`config.mk`:
```
export PLATFORM = sky130hd
export DESIGN_NAME = decoder_scan_flat
export DESIGN_NICKNAME = d
export VERILOG_FILES = /design/src/rtl/decoder_pkg.sv /design/src/rtl/decoder_scan_if.sv /design/src/rtl/decoder_onehot.sv /design/src/rtl/decoder_scan.sv /design/src/flat_wrapper.sv
export SDC_FILE = /design/constraint.sdc
export NUM_CORES = 1
export LEC_CHECK = 0
export CAP_MARGIN = 0
export CORE_ASPECT_RATIO = 1.75
export CORE_MARGIN = 5
export CORE_UTILIZATION = 49
export CTS_CLUSTER_SIZE = 28
export DETAILED_ROUTE_END_ITERATION = 10
export PLACE_DENSITY = 0.88
export SLEW_MARGIN = 15
export SYNTH_ARGS = -nofsm -noshare
export SYNTH_HDL_FRONTEND = slang
export SYNTH_SLANG_ARGS = --single-unit
```
`constraint.sdc`:
```
create_clock -name clk -period 2.75 [get_ports clk]
set_input_delay 0.825 -clock clk [delete_from_list [all_inputs] [get_ports clk]]
set_output_delay 0.825 -clock clk [all_outputs]
set_load 0.01 [all_outputs]
```
`src/rtl/decoder_pkg.sv`:
```
// +--------------------------------------------------------------------------+
// | decoder_pkg: shared mode constants, state encoding and width helper.     |
// | Rev 1.0                                                                  |
// +--------------------------------------------------------------------------+
`default_nettype none

package decoder_pkg;

  localparam logic MODE_DIRECT = 1'b0;
  localparam logic MODE_SCAN   = 1'b1;

  typedef enum logic [1:0] {
    IDLE = 2'd0,
    HOLD = 2'd1,
    SCAN = 2'd2
  } state_t;

  function automatic int onehot_w(input int sel_w);
    return 1 << sel_w;
  endfunction

endpackage

`default_nettype wire

```
`src/rtl/decoder_scan_if.sv`:
```
// +--------------------------------------------------------------------------+
// | decoder_scan_if: select handshake, scan control and decoded outputs.     |
// | Rev 1.0                                                                  |
// +--------------------------------------------------------------------------+
`default_nettype none

interface decoder_scan_if
  import decoder_pkg::*;
#(
  parameter int SEL_W   = 3,
  parameter int DWELL_W = 8
);

  logic                        en;
  logic                        mode;
  logic                        in_valid;
  logic [SEL_W-1:0]            in_sel;
  logic                        in_ready;
  logic [DWELL_W-1:0]          dwell;
  logic [onehot_w(SEL_W)-1:0]  q;
  logic [SEL_W-1:0]            cur_sel;
  logic                        q_valid;
  logic                        wrap;

  modport master (
    output en, mode, in_valid, in_sel, dwell,
    input  in_ready, q, cur_sel, q_valid, wrap
  );

  modport slave (
    input  en, mode, in_valid, in_sel, dwell,
    output in_ready, q, cur_sel, q_valid, wrap
  );

endinterface

`default_nettype wire

```
`src/rtl/decoder_onehot.sv`:
```
// +--------------------------------------------------------------------------+
// | decoder_onehot: combinational SEL_W-to-2^SEL_W active-high decoder.      |
// | Rev 1.0                                                                  |
// +--------------------------------------------------------------------------+
`default_nettype none

module decoder_onehot
  import decoder_pkg::*;
#(
  parameter int SEL_W = 3
) (
  input  wire logic                       en,
  input  wire logic [SEL_W-1:0]           sel,
  output logic      [onehot_w(SEL_W)-1:0] onehot
);

  for (genvar i = 0; i < onehot_w(SEL_W); i++) begin : g_line
    assign onehot[i] = en && (sel == SEL_W'(i));
  end

endmodule

`default_nettype wire

```
`src/rtl/decoder_scan.sv`:
```
// +--------------------------------------------------------------------------+
// | decoder_scan: registered one-hot decoder with direct load and scan mode. |
// | Rev 1.0                                                                  |
// +--------------------------------------------------------------------------+
`default_nettype none

module decoder_scan
  import decoder_pkg::*;
#(
  parameter int SEL_W      = 3,
  parameter int DWELL_W    = 8,
  parameter bit ACTIVE_LOW = 1'b0
) (
  input  wire logic     clk,
  input  wire logic     rst_n,
  decoder_scan_if.slave bus
);

  localparam int                c_lines  = onehot_w(SEL_W);
  localparam logic [c_lines-1:0] c_invert = {c_lines{ACTIVE_LOW}};

  state_t               r_state;
  state_t               w_state_nxt;
  logic [SEL_W-1:0]     r_sel;
  logic [SEL_W-1:0]     w_sel_nxt;
  logic [DWELL_W-1:0]   r_cnt;
  logic [DWELL_W-1:0]   w_cnt_nxt;
  logic                 r_wrap;
  logic                 w_wrap_nxt;
  logic                 r_q_valid;
  logic                 w_active_nxt;
  logic [c_lines-1:0]   r_q;
  logic [c_lines-1:0]   w_dec;
  logic                 w_scan_mode;

  assign w_scan_mode  = (bus.mode == MODE_SCAN);
  assign bus.in_ready = bus.en && (bus.mode == MODE_DIRECT);

  always_comb begin
    w_state_nxt = r_state;
    w_sel_nxt   = r_sel;
    w_cnt_nxt   = r_cnt;
    w_wrap_nxt  = 1'b0;

    if (!bus.en) begin
      w_state_nxt = IDLE;
      w_cnt_nxt   = '0;
    end else if (w_scan_mode) begin
      if (r_state != SCAN) begin
        w_state_nxt = SCAN;
        w_sel_nxt   = '0;
        w_cnt_nxt   = '0;
      end else if (r_cnt >= bus.dwell) begin
        // Live compare: a dwell lowered beneath the count advances at once.
        w_sel_nxt  = r_sel + SEL_W'(1);
        w_cnt_nxt  = '0;
        w_wrap_nxt = &r_sel;
      end else begin
        w_cnt_nxt = r_cnt + DWELL_W'(1);
      end
    end else begin
      w_cnt_nxt = '0;
      if (bus.in_valid) begin
        w_state_nxt = HOLD;
        w_sel_nxt   = bus.in_sel;
      end else if (r_state == SCAN) begin
        w_state_nxt = HOLD;
      end
    end
  end

  assign w_active_nxt = (w_state_nxt != IDLE);

  decoder_onehot #(
    .SEL_W (SEL_W)
  ) u_onehot (
    .en     (w_active_nxt),
    .sel    (w_sel_nxt),
    .onehot (w_dec)
  );

  always_ff @(posedge clk or negedge rst_n) begin
    if (!rst_n) begin
      r_state <= IDLE;
      r_sel   <= '0;
      r_cnt   <= '0;
    end else begin
      r_state <= w_state_nxt;
      r_sel   <= w_sel_nxt;
      r_cnt   <= w_cnt_nxt;
    end
  end

  // Output flops hold the decoded line so q never passes through two hot bits.
  always_ff @(posedge clk or negedge rst_n) begin
    if (!rst_n) begin
      r_q       <= c_invert;
      r_q_valid <= 1'b0;
      r_wrap    <= 1'b0;
    end else begin
      r_q       <= w_dec ^ c_invert;
      r_q_valid <= w_active_nxt;
      r_wrap    <= w_wrap_nxt;
    end
  end

  assign bus.q       = r_q;
  assign bus.cur_sel = r_sel;
  assign bus.q_valid = r_q_valid;
  assign bus.wrap    = r_wrap;

endmodule

`default_nettype wire

```
`src/flat_wrapper.sv`:
```
// flat-port wrapper written by rule: the top's interface ports become plain ports
module decoder_scan_flat import decoder_pkg::*;
#(
  parameter int SEL_W      = 3,
  parameter int DWELL_W    = 8,
  parameter bit ACTIVE_LOW = 1'b0
)
  (clk, rst_n, bus_en, bus_mode, bus_in_valid, bus_in_sel, bus_dwell, bus_in_ready, bus_q, bus_cur_sel, bus_q_valid, bus_wrap);
  decoder_scan_if #(.SEL_W(SEL_W), .DWELL_W(DWELL_W)) bus_i ();
  input  wire logic clk;
  input  wire logic rst_n;
  input wire logic [$bits(bus_i.en)-1:0] bus_en;
  input wire logic [$bits(bus_i.mode)-1:0] bus_mode;
  input wire logic [$bits(bus_i.in_valid)-1:0] bus_in_valid;
  input wire logic [$bits(bus_i.in_sel)-1:0] bus_in_sel;
  input wire logic [$bits(bus_i.dwell)-1:0] bus_dwell;
  output wire logic [$bits(bus_i.in_ready)-1:0] bus_in_ready;
  output wire logic [$bits(bus_i.q)-1:0] bus_q;
  output wire logic [$bits(bus_i.cur_sel)-1:0] bus_cur_sel;
  output wire logic [$bits(bus_i.q_valid)-1:0] bus_q_valid;
  output wire logic [$bits(bus_i.wrap)-1:0] bus_wrap;
  assign bus_i.en = bus_en;
  assign bus_i.mode = bus_mode;
  assign bus_i.in_valid = bus_in_valid;
  assign bus_i.in_sel = bus_in_sel;
  assign bus_i.dwell = bus_dwell;
  assign bus_in_ready = bus_i.in_ready;
  assign bus_q = bus_i.q;
  assign bus_cur_sel = bus_i.cur_sel;
  assign bus_q_valid = bus_i.q_valid;
  assign bus_wrap = bus_i.wrap;
  decoder_scan #(.SEL_W(SEL_W), .DWELL_W(DWELL_W), .ACTIVE_LOW(ACTIVE_LOW)) u_core (.clk(clk), .rst_n(rst_n), .bus(bus_i));
endmodule
```
==> flow_summary_export.csv <==
group,metric,value,unit
clock_tree,clock-root-buffer,"clkbuf_8",
detailed_routing,via_count,1135,
timing,tightest_slew,451,ps
clock_tree,clock_latency,260,ps
timing,final-setup-viol-count,0,
final_layout,mostFrequentLayoutCell,"dfrtp_1",
yosys,syn_nets,153,
placement,placed_cells,190,
floorplan,std_cell_rows,24,
detailed_routing,final_antenna_net_count,0,
final_layout,stdcell_count,197,
hold_path,worstHoldStart,"u_core.r_cnt[0]$_DFF_PN0_",
setup_path,path_max_fanout,5,
clock_tree,cts_tree,"yes",
clock_tree,clock_path_buffers,2,
global_route,globalRoute.totalOverflow,0,
power_and_ir_drop,total_power,0.720,mW
setup_path,reg2reg_from,"u_core.r_cnt[3]$_DFF_PN0_",
timing,skew,3.60,ps
floorplan,fp.coreArea,2520,µm²
clock_tree,numCtsBuffers,3,
timing,rsz0062_at_grt,"false",
hold_path,min_path_type,"reg2reg",
setup_path,reg2reg_slack,490,ps
yosys,synth-seq-cells,23,
yosys,async_reset_ff_frac,1.00,
floorplan,initial_core_util,0.515,
detailed_routing,avgViaCountPerCell,5.76,
setup_path,r2r_cells,7,
detailed_routing,dr.pass1.iters,4,
detailed_routing,routed_wl,3390,µm
clock_tree,cts.sinks,23,
timing,slew_headroom,0.696,
floorplan,num_io_pins,30,
timing,fmax,374,MHz
floorplan,fp.dieArea,3820,µm²
global_route,grt_max_degree,24,
power_and_ir_drop,pwr_density_cell,391,nW/µm²
global_route,antenna_found_initial,0,
final_layout,design_area,1840,µm²
yosys,avgSynthCellArea,10.3,µm²
timing,fin_crit,2680,ps
setup_path,cp-end-kind,"register",
power_and_ir_drop,leakage,0.863,nW
detailed_routing,drt_iter0_markers,24,
global_route,grt_pass1_vias,1231,
setup_path,worstPathRequired,2910,ps
final_layout,final_cell_mix,"dfrtp_1 (23), clkdlybuf4s50_1 (22), nor2_1 (13)",
yosys,synth-main-ff-cell,"dfrtp_1",
detailed_routing,drc,0,
final_layout,nNetsFinal,199,
timing,hold_viol,0,
hold_path,hold_end,"u_core.r_cnt[0]$_DFF_PN0_",
final_layout,drive_gt1_frac,0.222,
setup_path,rr_endpoint,"u_core.bus.q[7]$_DFF_PN0_",
placement,io_buffers,29,
clock_tree,htreeDepth,1,
yosys,synth_cells,126,
setup_path,start_kind,"primary input",
clock_tree,clk_pin_slew,80,ps
run,drv_cap,0,
setup_path,crit_type,"in2reg",
placement,gp_congestion,0.854,
final_layout,syn_to_final_growth,41.6,%
timing,finalCritPeriodShare,0.973,
placement,dp_hpwl,2350,µm
placement,place_area,1690,µm²
yosys,yosysWarnings,0,
yosys,synth_area,1300,µm²
detailed_routing,wl_per_cell,17.2,µm
setup_path,arrival,2830,ps
power_and_ir_drop,ir_drop,0.249,mV
global_route,grt_pass1_wl,5530,µm
global_route,grtUsageTotal,0.180,
timing,drv_slew,0,
yosys,yosysUniqueCellTypes,38,
hold_path,holdPathStages,1,
yosys,synth-edff-count,0,
final_layout,antennaDiodeCount,0,
floorplan,die_h,78.1,µm
yosys,yosysSeqAreaShare,0.443,
floorplan,die_x,48.9,µm
status,status,"finished clean",
==> sequential cells by signal, summed over array words and instances, names as in the netlist <==
name,cells
u_core.bus.q,8
u_core.r_cnt,8
u_core.bus.cur_sel,3
u_core.r_state,2
u_core.bus.q_valid,1
u_core.bus.wrap,1
==> routing by layer <==
layer,global-route usage,share of wire,wire (µm),vias up
met5,0,0,0,-
met4,0.0782,0.033,113,0
met3,0.0246,0.040,134,10
met2,0.348,0.58,1950,41
met1,0.186,0.35,1190,553
li1,-,-,-,531
==> critical path, stage by stage <==
cell,delay (ps)
clkdlybuf4s50_1,450
inv_1,40
ha_1,180
a211o_1,280
a31oi_4,190
o21a_4,180
nor3_2,60
a311o_4,420
and3b_1,200
==> cell usage after synthesis, types with 2 or more instances <==
| library cell | number | area [µm²] |
|---|---|---|
| o21a_1 | 2 | 15.0 |
| nor3_2 | 2 | 20.0 |
| o21ai_0 | 5 | 25.0 |
| and3b_1 | 2 | 17.5 |
| and3_1 | 2 | 12.5 |
| nor3b_2 | 2 | 25.0 |
| nand2b_1 | 2 | 12.5 |
| nor2_1 | 13 | 48.8 |
| ha_1 | 11 | 138 |
| a31oi_1 | 3 | 18.8 |
| nand2_1 | 9 | 33.8 |
| mux2i_1 | 2 | 20.0 |
| and2_2 | 2 | 15.0 |
| inv_1 | 10 | 37.5 |
| nor2b_1 | 2 | 12.5 |
| xor2_1 | 5 | 43.8 |
| nand3_1 | 6 | 30.0 |
| dfrtp_1 | 23 | 576 |
| a21oi_1 | 4 | 20.0 |
==> final cells by class <==
class	count	area, µm²
Sequential cell	23	576
Fill cell	199	683
Timing Repair Buffer	43	402
Clock buffer	3	41.3
Inverter	10	37.5
Tap cell	26	32.5
Multi-Input combinational cell	91	746
Clock inverter	1	5.00
==> power breakdown <==
group	switching [mW]	internal, mW
Clock	0.105	0.101
Sequential	0.0161	0.351
Combinational	0.0686	0.0790
==> cells by family after synthesis <==
logic type,synth area share
AND/OR/NAND/NOR,0.209
multiplexers,0.0241
adder cells (fa/ha/maj),0.106
AO/OA/AOI/OAI,0.133
flip-flops,0.443
buffers and inverters,0.0443
XOR/XNOR,0.0405
==> metrics by stage <==
stage | util | hold WS [ps] | setup TNS (ps) | setup WS [ps]
after floorplan | - | 485 | 0 | 134
after global placement | 0.671 | 531 | -4230 | -403
after detailed placement | 0.671 | 544 | -5480 | -480
after CTS | 0.726 | 556 | 0 | 15.3
after global routing | 0.729 | 590 | 0 | 23.7
final | 0.729 | 566 | 0 | 75.0
==> how the worst max path moves through the flow <==
stage | to | cells past startpoint | startpoint
after CTS | u_core.bus.q[1]$_DFF_PN0_ | 10 | bus_dwell[2]
final | u_core.bus.q[7]$_DFF_PN0_ | 9 | bus_dwell[1]
after floorplan | u_core.bus.q[3]$_DFF_PN0_ | 9 | bus_dwell[2]
after global routing | u_core.bus.q[4]$_DFF_PN0_ | 11 | bus_dwell[1]
after global placement | u_core.bus.q[1]$_DFF_PN0_ | 10 | bus_dwell[2]
after detailed placement | u_core.bus.q[1]$_DFF_PN0_ | 10 | bus_dwell[2]
==> what timing repair did <==
item | CTS | global route
endpoints found under the setup margin | 11 | 7
hold buffers | 0 | 0
pin swaps | 16 | 2
setup buffers | 2 | 0
endpoints found under the hold margin | 0 | 0
gates resized for setup | 17 | 4
cloned | 1 | 0
No activity file was read; power rests on OpenSTA's default activity.
